**config.mk**
```make
export PLATFORM = sky130hd
export DESIGN_NAME = param_priority_queue_encoder_flat
export DESIGN_NICKNAME = d
export VERILOG_FILES = /design/src/rtl/param_priority_queue_encoder_pkg.sv /design/src/rtl/param_priority_queue_encoder_if.sv /design/src/rtl/param_priority_queue_encoder_prio_select.sv /design/src/rtl/param_priority_queue_encoder.sv /design/src/flat_wrapper.sv
export SDC_FILE = /design/constraint.sdc
export NUM_CORES = 1
export LEC_CHECK = 0
export ABC_AREA = 1
export CORE_MARGIN = 8
export CORE_UTILIZATION = 45
export CTS_CLUSTER_SIZE = 12
export DETAILED_ROUTE_END_ITERATION = 10
export MAX_ROUTING_LAYER = met4
export PLACE_DENSITY = 0.92
export RECOVER_POWER = 25
export SYNTH_ARGS = -nofsm -noshare
export SYNTH_HDL_FRONTEND = slang
export SYNTH_SLANG_ARGS = --single-unit
```
**constraint.sdc**
```tcl
create_clock -name Clk -period 2.27 [get_ports Clk]
set_input_delay 0.227 -clock Clk [delete_from_list [all_inputs] [get_ports Clk]]
set_output_delay 0.227 -clock Clk [all_outputs]
set_load 0.05 [all_outputs]
```
**src/rtl/param_priority_queue_encoder_pkg.sv**
```systemverilog
// prio_enc_pkg: shared state encoding and index-width helper for the priority queue encoder.
package prio_enc_pkg;
  typedef enum logic [0:0] {ST_IDLE = 1'b0, ST_PRESENT = 1'b1} state_e;
  function automatic int clog2_min1(input int n);
    return (n <= 2) ? 1 : $clog2(n);
  endfunction
endpackage

```
**src/rtl/param_priority_queue_encoder_if.sv**
```systemverilog
// param_priority_queue_encoder_if: request/issue bus between producers, encoder and consumer.
interface param_priority_queue_encoder_if #(
  parameter int WIDTH = 8,
  parameter int IDX_W = prio_enc_pkg::clog2_min1(WIDTH)
);
  logic             Enable;
  logic [WIDTH-1:0] Req_In;
  logic [IDX_W-1:0] Out;
  logic             Out_Valid;
  logic             Out_Ready;
  logic [WIDTH-1:0] Pending;
  logic             Valid_Bit;
  modport master (output Enable, Req_In, Out_Ready, input Out, Out_Valid, Pending, Valid_Bit);
  modport slave  (input Enable, Req_In, Out_Ready, output Out, Out_Valid, Pending, Valid_Bit);
endinterface

```
**src/rtl/param_priority_queue_encoder_prio_select.sv**
```systemverilog
// prio_select: picks the set bit closest below-or-at off_i, searching downward with wrap-around.
module prio_select #(
  parameter int WIDTH = 8,
  parameter int IDX_W = 3
) (
  input  logic [WIDTH-1:0] vec_i,
  input  logic [IDX_W-1:0] off_i,
  output logic [IDX_W-1:0] idx_o,
  output logic             any_o
);
  int d, best;
  always_comb begin
    idx_o = '0;
    any_o = 1'b0;
    best  = WIDTH;
    d     = 0;
    // distance 0 is off_i itself, growing as the search walks downward and wraps
    for (int i = 0; i < WIDTH; i++) begin
      d = (int'(off_i) + WIDTH - i) % WIDTH;
      if (vec_i[i] && d < best) begin
        best  = d;
        idx_o = IDX_W'(i);
        any_o = 1'b1;
      end
    end
  end
endmodule

```
**src/rtl/param_priority_queue_encoder.sv**
```systemverilog
// param_priority_queue_encoder: sticky pending requests drained one index per valid/ready handshake.
// Define ROUND_ROBIN_EN for rotating priority; otherwise fixed MSB-first.
module param_priority_queue_encoder
  import prio_enc_pkg::*;
#(
  parameter int WIDTH = 8,
  parameter int IDX_W = clog2_min1(WIDTH)
) (
  input logic Clk,
  input logic Reset_n,
  param_priority_queue_encoder_if.slave bus
);
  localparam logic [0:0] IDLE    = ST_IDLE;
  localparam logic [0:0] PRESENT = ST_PRESENT;
  logic [0:0]       state_q, state_d;
  logic [WIDTH-1:0] pending_q, pending_d, load_mask;
  logic [IDX_W-1:0] out_q, out_d, sel, ptr;
  logic             any, load;
  prio_select #(.WIDTH(WIDTH), .IDX_W(IDX_W)) u_sel (
    .vec_i(pending_q),
    .off_i(ptr),
    .idx_o(sel),
    .any_o(any)
  );
  always_comb begin
    load      = any && (state_q == IDLE || bus.Out_Ready);
    load_mask = load ? WIDTH'(1) << sel : '0;
    // set after clear, so a re-request in its own load cycle stays pending
    pending_d = (pending_q & ~load_mask) | (bus.Enable ? bus.Req_In : '0);
    out_d     = load ? sel : out_q;
    state_d   = load ? PRESENT : bus.Out_Ready ? IDLE : state_q;
  end
  always_ff @(posedge Clk or negedge Reset_n) begin
    if (!Reset_n) begin
      state_q   <= IDLE;
      pending_q <= '0;
      out_q     <= '0;
    end else begin
      state_q   <= state_d;
      pending_q <= pending_d;
      out_q     <= out_d;
    end
  end
`ifdef ROUND_ROBIN_EN
  logic [IDX_W-1:0] ptr_q, ptr_d;
  // the index just issued becomes lowest priority for the next search
  always_comb ptr_d = !load ? ptr_q : (sel == '0) ? IDX_W'(WIDTH - 1) : sel - IDX_W'(1);
  always_ff @(posedge Clk or negedge Reset_n) begin
    if (!Reset_n) ptr_q <= IDX_W'(WIDTH - 1);
    else          ptr_q <= ptr_d;
  end
  assign ptr = ptr_q;
`else
  assign ptr = IDX_W'(WIDTH - 1);
`endif
  assign bus.Out       = out_q;
  assign bus.Out_Valid = (state_q == PRESENT);
  assign bus.Pending   = pending_q;
  assign bus.Valid_Bit = (|pending_q) | (state_q == PRESENT);
endmodule
```
**src/flat_wrapper.sv**
```systemverilog
// flat-port wrapper written by rule: the top's interface ports become plain ports
module param_priority_queue_encoder_flat import prio_enc_pkg::*;
#(
  parameter int WIDTH = 8,
  parameter int IDX_W = clog2_min1(WIDTH)
)
  (Clk, Reset_n, bus_Enable, bus_Req_In, bus_Out_Ready, bus_Out, bus_Out_Valid, bus_Pending, bus_Valid_Bit);
  param_priority_queue_encoder_if #(.WIDTH(WIDTH), .IDX_W(IDX_W)) bus_i ();
  input logic Clk;
  input logic Reset_n;
  input wire logic [$bits(bus_i.Enable)-1:0] bus_Enable;
  input wire logic [$bits(bus_i.Req_In)-1:0] bus_Req_In;
  input wire logic [$bits(bus_i.Out_Ready)-1:0] bus_Out_Ready;
  output wire logic [$bits(bus_i.Out)-1:0] bus_Out;
  output wire logic [$bits(bus_i.Out_Valid)-1:0] bus_Out_Valid;
  output wire logic [$bits(bus_i.Pending)-1:0] bus_Pending;
  output wire logic [$bits(bus_i.Valid_Bit)-1:0] bus_Valid_Bit;
  assign bus_i.Enable = bus_Enable;
  assign bus_i.Req_In = bus_Req_In;
  assign bus_i.Out_Ready = bus_Out_Ready;
  assign bus_Out = bus_i.Out;
  assign bus_Out_Valid = bus_i.Out_Valid;
  assign bus_Pending = bus_i.Pending;
  assign bus_Valid_Bit = bus_i.Valid_Bit;
  param_priority_queue_encoder #(.WIDTH(WIDTH), .IDX_W(IDX_W)) u_core (.Clk(Clk), .Reset_n(Reset_n), .bus(bus_i));
endmodule
```
==> impl_results.md <==
* Status: complete, no violations
* Crit path buffers/inverters at 1
* Worst-margin pin slew at 0.5420 ns
* Tot Pwr at 0.5632 mW
* Mux share of post-synthesis cell area at 0
* RSZ-0062 raised after global routing: false
* Routed vias/inst at 4.893
* Nets@finish at 121
* Cell variety after synth at 16
* Worst-case vdd ir drop at 0.4633 mV
* Worst r2r path cells at 8
* DRT antenna net count at 0
* CTS tree: built
* R2r setup slk at 1.01 ns
* Post-synthesis register bit count at 12
* CORE AREA at 1318 um^2
* CTS root buffer: clkbuf_4
* I/O Pins at 25
* Drt first pass iters at 4
* CTS Buffer Depth at 2
* Delay-heaviest family, CP: simple AND/OR/NAND/NOR gates
* Slew margin rel. at 0.6375
* Worst Path Max Fanout at 5
* Fin cells at 122
* Final setup TNS at 0 ns
* Antenna cell count at 0
* Crit end category: primary output
* Die width at 53.84 um
* Worst R2R End: u_core.bus.Pending[0]$_DFF_PN0_
* Maxcap violations at 0
* Fin. max-slew vios at 0
* CP Data Arrival Time at 1.57 ns
* Worst min path class: in -> async
* Gr ovfl total at 0
* Post-synthesis sequential area ratio at 0.4660
* Postcts setup bufs at 0
* DIE AREA at 2899 um^2
* Largest net degree at the start of global routing at 13
* Setup violators final at 0
* YS warnings at 0
* Vias at 597
* Maximum clock frequency at 0.5565 GHz
* Tmin final at 1.797 ns
* Fraction of layout cells with a size suffix above 1 at 0.1776
* PwrDens at 609.1 nW/um^2
* Register area at 300.3 um^2
* Largest family of logic cells by synthesized area: simple AND/OR/NAND/NOR gates
* Commonest cells after routing, fill and taps aside: nand2_1 (30), clkdlybuf4s50_1 (22), dfrtp_1 (12)
* Compound-Gate Fraction of Synth Area at 0.06408
* Crit path kind: reg -> out
* Fillers at 109
* Area delta synth->final at 43.50%
* Top-area cell type share of the netlist area at 0.4660
* Drt wl/cell at 13.84 um
* Post-DP HPWL at 1377 um
* Cell breakdown of the critical path: nor2_2 -> nand2_2 -> nor3_4 -> nand2_1 -> dlymetal6s2s_1
* Synth Area in Adders at 0
* Lkg Pwr at 0.4404 nW
* Commonest non-fill, non-tap cell in the layout: nand2_1
* Initial drt markers at 15
* Worst Skew at 0.002269 ns
* Critical path required time at 2.04 ns
* Critical Path Start Type: flip-flop
* Worst R2R Start: u_core.bus.Pending[7]$_DFF_PN0_
* Max H-tree Level at 1
* Die Y at 53.84 um
* Post-synthesis cell count at 81
* Share of the core filled with cells at 0.7018
* Final Hold Viols at 0
* Multi-input logic area at 302.8 um^2
* Final Cell Area at 924.6 um^2
* XOR/XNOR share of the synthesized area at 0
* Top cells by area, synth: dfrtp_1 (47%), nand2_1 (17%), nor2_4 (5.2%)
* Final period utilization at 0.7916
* IO buf count at 24
* Initial antenna violation count at 0
* Drc violations at 0
* Initial core utilization at 0.4891
* Syn nets at 93
* Netlist Area Pre-Place at 644.4 um^2
* Vias in the first global route at 643
* Clock slew seen by the registers of the worst setup and hold paths at 0.07 ns
* Critical path's largest stage delay at 0.43 ns
* Slowest-stage cell, CP: dfrtp_1
* Total Routing Usage GR at 0.1377
* Simple-gate area share of the yosys netlist at 0.4058
* GPL Wtd Cong at 0.9109
* Sink Count at 12
* Drt total wl at 1688 um
* Placed cells at 119
* CTS buffer count at 3
* Number of core rows at 13
* Clk_lat worst skew at 0.27 ns
* Synth area leader: dfrtp_1
* Mean post-synth cell area at 7.955 um^2
* Cell Area, Placed at 899.6 um^2
* First-pass GRT wire length at 2829 um
## where the power goes
part	leakage [nW]	total [mW]	switching, mW	internal [mW]
clock network	0.0138	0.129	0.0676	0.0614
registers	0.119	0.245	0.0153	0.230
logic	0.307	0.189	0.124	0.0652
## layer usage
metal | GRT usage | wire length, um | vias to the layer above
li1 | - | - | 305
met1 | 0.1522 | 718 | 269
met2 | 0.2259 | 851 | 18
met3 | 0.03581 | 87 | 5
met4 | 0.06303 | 31 | 0
met5 | - | 0 | -
## cell type report
| type | instances | area share |
|---|---|---|
| multi-input combinational | 58 | 0.3275 |
| inverter | 10 | 0.04060 |
| sequential | 12 | 0.3248 |
| tap | 15 | 0.02030 |
| clock buffer | 3 | 0.02436 |
| timing repair buffer | 24 | 0.2625 |
## state kept, by name, indices dropped and copies added (netlist names)
signal / flops
u_core.bus.Out: 3
u_core.bus.Pending: 8
u_core.bus.Out_Valid: 1
## cells by family (layout without fill, tap and decap cells)
group / after synthesis / after routing
compound gates: 8 / 8
buf+inv: 11 / 37
flops: 12 / 12
simple gates: 50 / 50
## synthesized netlist by cell type
cell type	n
a31oi_1	1
clkbuf_1	1
dfrtp_1	12
inv_1	6
inv_2	4
nand2_1	30
nand2_2	1
nand2_4	2
nand3_1	4
nand3_2	1
nor2_1	4
nor2_2	4
nor2_4	3
nor3_4	1
o21ai_0	4
o21ai_1	3
## stage by stage
stage / worst slack, ns / hold slack (ns)
2_1_floorplan: 0.6402 / -0.06859
3_3_place_gp: 0.4451 / 0.4820
3_5_place_dp: 0.3696 / 0.4932
4_1_cts: 0.07183 / 0.3308
5_1_grt: 0.3530 / 0.4344
6_report: 0.4731 / 0.3743
## worst max-delay path by stage
stage	from	endpoint	slack, ns	cells past startpoint
6_report	u_core.bus.Pending[2]$_DFF_PN0_	bus_Valid_Bit	0.47	5
5_1_grt	u_core.bus.Pending[2]$_DFF_PN0_	bus_Valid_Bit	0.35	5
4_1_cts	u_core.bus.Pending[2]$_DFF_PN0_	bus_Valid_Bit	0.07	5
3_5_place_dp	u_core.bus.Pending[2]$_DFF_PN0_	bus_Valid_Bit	0.37	5
3_3_place_gp	u_core.bus.Pending[7]$_DFF_PN0_	bus_Valid_Bit	0.45	5
2_1_floorplan	u_core.bus.Pending[7]$_DFF_PN0_	bus_Valid_Bit	0.64	4
## what timing repair did
| item | in CTS | in global routing |
|---|---|---|
| endpoints found under the hold margin | 0 | 0 |
| hold buffers | 0 | 0 |
| gates resized for setup | 0 | 1 |
| setup endpoints to repair | 0 | 1 |
No activity file was read; power rests on OpenSTA's default activity.
